### config.mk
export PLATFORM = sky130hd
export DESIGN_NAME = tcs3200_color_sampler
export DESIGN_NICKNAME = d
export VERILOG_FILES = /design/src/rtl/tcs3200_color_sampler.sv
export SDC_FILE = /design/constraint.sdc
export NUM_CORES = 1
export LEC_CHECK = 0
export CORE_MARGIN = 4
export CORE_UTILIZATION = 55
export DETAILED_ROUTE_END_ITERATION = 7
export PLACE_DENSITY = 0.72
export REMOVE_ABC_BUFFERS = 1
export SETUP_SLACK_MARGIN = 0.2
export SYNTH_ARGS = -nofsm -noshare
export SYNTH_HDL_FRONTEND = slang
export SYNTH_SLANG_ARGS = --single-unit
### constraint.sdc
create_clock -name clk -period 8.5 [get_ports clk]
set_input_delay 2.55 -clock clk [delete_from_list [all_inputs] [get_ports clk]]
set_output_delay 2.55 -clock clk [all_outputs]
set_load 0.01 [all_outputs]
### src/rtl/tcs3200_color_sampler.sv
// TCS3200 front-end: steps the sensor through red/green/blue filters, counts output edges per gate window
// and classifies the three counts into a {R,G,B} code. Optional macro COLOR_HYST_EN adds two-sweep agreement.
module tcs3200_color_sampler #(
    parameter int unsigned GATE_CYCLES   = 50000,
    parameter int unsigned SETTLE_CYCLES = 500,
    parameter int unsigned CNT_W         = 16,
    parameter int unsigned THRESH        = 100
) (
    input  logic       clk,
    input  logic       reset,
    input  logic       sensor_out,
    output logic       s2,
    output logic       s3,
    output logic [2:0] color,
    output logic       valid,
    output logic       busy
);

    localparam int unsigned TMAX = (GATE_CYCLES > SETTLE_CYCLES) ? GATE_CYCLES : SETTLE_CYCLES;
    localparam int unsigned TW   = (TMAX > 1) ? $clog2(TMAX) : 1;
    localparam logic [TW-1:0] SETTLE_LAST = TW'(SETTLE_CYCLES - 1);
    localparam logic [TW-1:0] GATE_LAST   = TW'(GATE_CYCLES - 1);

    typedef enum logic [1:0] {ST_SETTLE, ST_COUNT, ST_DECIDE} state_t;
    typedef enum logic [1:0] {CH_RED, CH_GREEN, CH_BLUE} chan_t;

    state_t          state;
    chan_t           chan;
    logic [TW-1:0]   timer;
    logic [CNT_W-1:0] cnt_r, cnt_g, cnt_b;
    logic            sync_q0, sync_q1, sync_q2;
    logic            rise;
    logic [CNT_W:0]  max_rg, max_all;
    logic [2:0]      code;
    logic            accept;

    // sync_q0/sync_q1 form the synchronizer, sync_q2 is the edge-detect history.
    always_ff @(posedge clk or negedge reset) begin
        if (!reset) begin
            sync_q0 <= 1'b0;
            sync_q1 <= 1'b0;
            sync_q2 <= 1'b0;
        end else begin
            sync_q0 <= sensor_out;
            sync_q1 <= sync_q0;
            sync_q2 <= sync_q1;
        end
    end

    assign rise = sync_q1 & ~sync_q2;

    // Compare in CNT_W+1 bits so 2*cnt cannot overflow.
    always_comb begin
        max_rg  = (cnt_r >= cnt_g) ? {1'b0, cnt_r} : {1'b0, cnt_g};
        max_all = ({1'b0, cnt_b} > max_rg) ? {1'b0, cnt_b} : max_rg;
        code    = '0;
        code[2] = (32'(cnt_r) >= THRESH) && ({cnt_r, 1'b0} >= max_all);
        code[1] = (32'(cnt_g) >= THRESH) && ({cnt_g, 1'b0} >= max_all);
        code[0] = (32'(cnt_b) >= THRESH) && ({cnt_b, 1'b0} >= max_all);
    end

`ifdef COLOR_HYST_EN
    logic [2:0] prev_code;

    always_ff @(posedge clk or negedge reset) begin
        if (!reset) begin
            prev_code <= '0;
        end else if (state == ST_DECIDE) begin
            prev_code <= code;
        end
    end

    assign accept = (code == prev_code);
`else
    assign accept = 1'b1;
`endif

    always_ff @(posedge clk or negedge reset) begin
        if (!reset) begin
            state <= ST_SETTLE;
            chan  <= CH_RED;
            timer <= '0;
            cnt_r <= '0;
            cnt_g <= '0;
            cnt_b <= '0;
            s2    <= 1'b0;
            s3    <= 1'b0;
            color <= '0;
            valid <= 1'b0;
            busy  <= 1'b1;
        end else begin
            valid <= 1'b0;
            busy  <= 1'b1;
            case (state)
                ST_SETTLE: begin
                    if (timer == SETTLE_LAST) begin
                        timer <= '0;
                        state <= ST_COUNT;
                        case (chan)
                            CH_RED:   cnt_r <= '0;
                            CH_GREEN: cnt_g <= '0;
                            default:  cnt_b <= '0;
                        endcase
                    end else begin
                        timer <= timer + TW'(1);
                    end
                end
                ST_COUNT: begin
                    if (rise) begin
                        case (chan)
                            CH_RED:   if (cnt_r != '1) cnt_r <= cnt_r + CNT_W'(1);
                            CH_GREEN: if (cnt_g != '1) cnt_g <= cnt_g + CNT_W'(1);
                            default:  if (cnt_b != '1) cnt_b <= cnt_b + CNT_W'(1);
                        endcase
                    end
                    if (timer == GATE_LAST) begin
                        timer <= '0;
                        case (chan)
                            CH_RED: begin
                                chan  <= CH_GREEN;
                                state <= ST_SETTLE;
                                s2    <= 1'b1;
                                s3    <= 1'b1;
                            end
                            CH_GREEN: begin
                                chan  <= CH_BLUE;
                                state <= ST_SETTLE;
                                s2    <= 1'b0;
                                s3    <= 1'b1;
                            end
                            default: state <= ST_DECIDE;
                        endcase
                    end else begin
                        timer <= timer + TW'(1);
                    end
                end
                ST_DECIDE: begin
                    if (accept) begin
                        color <= code;
                        valid <= 1'b1;
                        busy  <= 1'b0;
                    end
                    state <= ST_SETTLE;
                    chan  <= CH_RED;
                    timer <= '0;
                    s2    <= 1'b0;
                    s3    <= 1'b0;
                end
                default: begin
                    state <= ST_SETTLE;
                    chan  <= CH_RED;
                    timer <= '0;
                end
            endcase
        end
    end

endmodule

==> impl_results.md <==
- Final net count: ~820
- Vias in the first global route: between 5000 and 6000
- Skew final: 7.77 ps
- Slew Viols, Final: 0
- Synth Flop Type: dfrtp_1
- Hpwl dp: about 13000 µm
- Worst Max-Slew Pin Slew: 1070 ps
- Leak: 2.94 nW
- Ys Warns: 0
- Critical Path AT: 7310 ps
- Avg Vias per Cell: 6.40
- Critical path class: register to register
- Peak supply drop: 0.0805 mV
- Status: finished, final reports clean
- Crit path required time: ~8700 ps
- Post-synthesis sequential area ratio: 31.4%
- Non-filler cells, final: 878
- Number of placed instances, taps included: ~860
- IO Port Bufs: 9
- Area Overhead vs Synth: 7.64%
- Final ANT Viol Nets: 0
- Synth top area share: 30.9%
- Detailed Route WL: 17300 µm
- CTS Sinks: 78
- Grt ovf: 0
- Vias: 5617
- Drt drc: 0
- Synth area leaders: dfrtp_1 31%, ha_1 16%, a21oi_1 4.8%
- Floorplan row count: 38
- # setup viols final: 0
- CTS tree: built
- Initial antenna violation count: 0
- H-Tree Level Count: 3
- Post-synth ARST share: between 90% and 100%
- Hold WC Path Type: register to register
- Die height: approximately 110 µm
- GRT Total Usage: 27.6%
- Clock latency at the later pin of the worst-skew pair: 350 ps
- CP Launch Type: register
- Crit Path Max Fanout: 31
- Synth Register Bits: 78
- Mapped Area: 6230 µm²
- Die Wd: 114 µm
- Setup Total Neg Slack: 0 ps
- First-pass GRT wire length: 28200 µm
- # diodes: 0
- Hold Fails Final Rpt: 0
- Die area: ~13000 µm²
- Routability cong.: 1.03
- DR pass1 iterations: 5
- Num CTS Buffers: 9
- Initial DRC Count: 438
- Peak Freq: between 100 and 150 MHz
- IO Pins: 10
- Pwr dens: 111 nW/µm²
- Minimum clock period: 7080 ps
- CTS Hold Bufs: 0
- Share of post-route cells with drive strength above 1: 6.64%
- Max-slew headroom: between 20% and 30%
- Avg Synthesized Cell Area: between 8 and 9 µm²
- Post_cts resized: 0
- Number of distinct library cells after synthesis: 66
- Largest net degree at the start of global routing: 44
- Setup Buffers After CTS: 0
- Core area: roughly 11000 µm²
- Clk buf depth: 2
- RSZ-0062 raised after global routing: no
- Element type at the critical path end: register
- # Max-Cap Violations: 0
- Drt wl/cell: 19.7 µm
- Root Buffer: clkbuf_16
- Syn Inst Count: 732
- Largest area contributor in the netlist: dfrtp_1
- Clk pin slew, worst setup/hold paths: 60 ps
- Post-synth EDFFs: 0
- Fin crit share: 83.3%
- Hold slack: around 360 ps
- Initial core utilization: a little under three fifths
[power by group]
| part | internal [mW] | leakage [nW] | switching, mW |
|---|---|---|---|
| combinational | 0.00103 | 1.74 | 0.00738 |
| clock | 0.206 | 0.130 | 0.158 |
| sequential | 0.372 | 1.07 | 0.000249 |
| total | 0.579 | 2.94 | 0.166 |
[sequential cells by signal (all words and copies together), names as in the netlist]
signal   count
cnt_b       16
sync_q0      1
valid        1
color        3
cnt_r       16
sync_q2      1
sync_q1      1
cnt_g       16
chan         2
s2           1
s3           1
timer       16
state        2
busy         1
[path summary, 6_finish.rpt]
check / startpoint / endpoint / cells past startpoint / slack (ps)
setup / recovery: cnt_g[2]$_DFFE_PN0P_ / color[1]$_DFFE_PN0P_ / 24 / 1420
min in group asynchronous: reset / cnt_b[2]$_DFFE_PN0P_ / 1 / 2150
hold reg to reg: sync_q0$_DFF_PN0_ / sync_q1$_DFF_PN0_ / 0 / 360
max in group asynchronous: reset / cnt_r[7]$_DFFE_PN0P_ / 2 / 5400
setup reg to reg: cnt_g[2]$_DFFE_PN0P_ / color[1]$_DFFE_PN0P_ / 24 / 1420
hold / removal: sync_q0$_DFF_PN0_ / sync_q1$_DFF_PN0_ / 0 / 360
[Yosys cell counts (12+ instances only)]
| cell | n |
|---|---|
| ha_1 | 80 |
| dfrtp_1 | 77 |
| nor2_1 | 72 |
| a21oi_1 | 60 |
| nand2_1 | 57 |
| inv_1 | 46 |
| o21ai_0 | 43 |
| nand3_1 | 40 |
| nor3_1 | 21 |
| clkbuf_1 | 20 |
| nand4_1 | 19 |
| xnor2_1 | 19 |
| mux2_2 | 15 |
| nor2b_1 | 14 |
| and3_1 | 12 |
[layout make-up]
cell class,instances,area [µm²]
fillers,961,4230
multi-input cells,584,4010
flip-flops and latches,78,1950
clock buffers,13,250
inverters,47,176
well taps,140,175
repair buffers,13,118
clock inverters,3,21.3
[cells in the final DEF (no fill, tap or decap), types with 3 or more instances in the layout]
master / instances
inv_1: 46
and4_1: 3
a311oi_1: 3
clkbuf_16: 9
dfrtp_1: 77
a21oi_1: 60
nor2_1: 72
a21o_1: 11
nor4_1: 9
or2_2: 4
mux2_2: 15
a31oi_1: 3
or3_1: 11
o311ai_0: 4
and3_1: 12
o211ai_1: 3
nor3b_1: 3
a22o_1: 8
nand2_1: 57
o21ai_0: 43
nand2b_1: 5
nor3_1: 21
nand3_1: 40
nor2b_1: 14
xnor2_1: 19
mux2i_1: 5
ha_1: 80
or4_1: 3
clkdlybuf4s50_1: 8
xor2_1: 11
o22ai_1: 7
nand4_1: 19
clkbuf_1: 3
buf_4: 5
[logic make-up (layout without fill, tap and decap cells)]
kind of cell	after synthesis	after routing	share of synthesized area (%)
fa+ha+maj	82	82	16.4
buf+inv	70	76	4.26
flops	78	78	31.4
simple gates	283	283	23.2
mux	20	20	3.52
xor+xnor	30	30	4.22
compound gates	169	169	17.0
[worst max-delay path, cell delays in order (launching register included)]
cell and delay, ps:
dfrtp_1 560, inv_1 230, ha_1 330, and3_1 180
o21ai_0 220, a311o_1 280, nand3_1 750, a21oi_1 570
ha_1 320, and4_1 260, or3b_2 260, nor4_1 60
o32ai_1 150, o41ai_1 150, a21oi_2 680, mux2_2 480
ha_1 300, a21oi_1 150, nor2b_1 60, o21ai_0 160
nand2_1 80, a2111oi_0 390, a21oi_1 120, a21oi_1 130
nand2_1 70
[per-stage QoR]
step | util, % | power [mW] | instance area [µm²] | setup WS (ps)
4_1_cts | 61.3 | 0.751 | 6700 | 1470
2_1_floorplan | - | 0.379 | 6140 | 2640
3_5_place_dp | 58.8 | 0.388 | 6430 | 1490
3_3_place_gp | 58.8 | 0.388 | 6430 | 1720
6_report | 61.3 | 0.745 | 6700 | 1420
5_1_grt | 61.3 | 0.770 | 6700 | 716
[metal layers]
layer / vias to the layer above / GRT usage (%) / share of wire, % / routed length, µm
li1: 2662 / - / - / -
met1: 2681 / 39.5 / 46 / 7980
met2: 234 / 40.8 / 43 / 7520
met3: 40 / 5.44 / 7.6 / 1310
met4: 0 / 11.2 / 2.8 / 489
met5: - / 0 / 0 / 0
(Power assumes the default switching activity.)
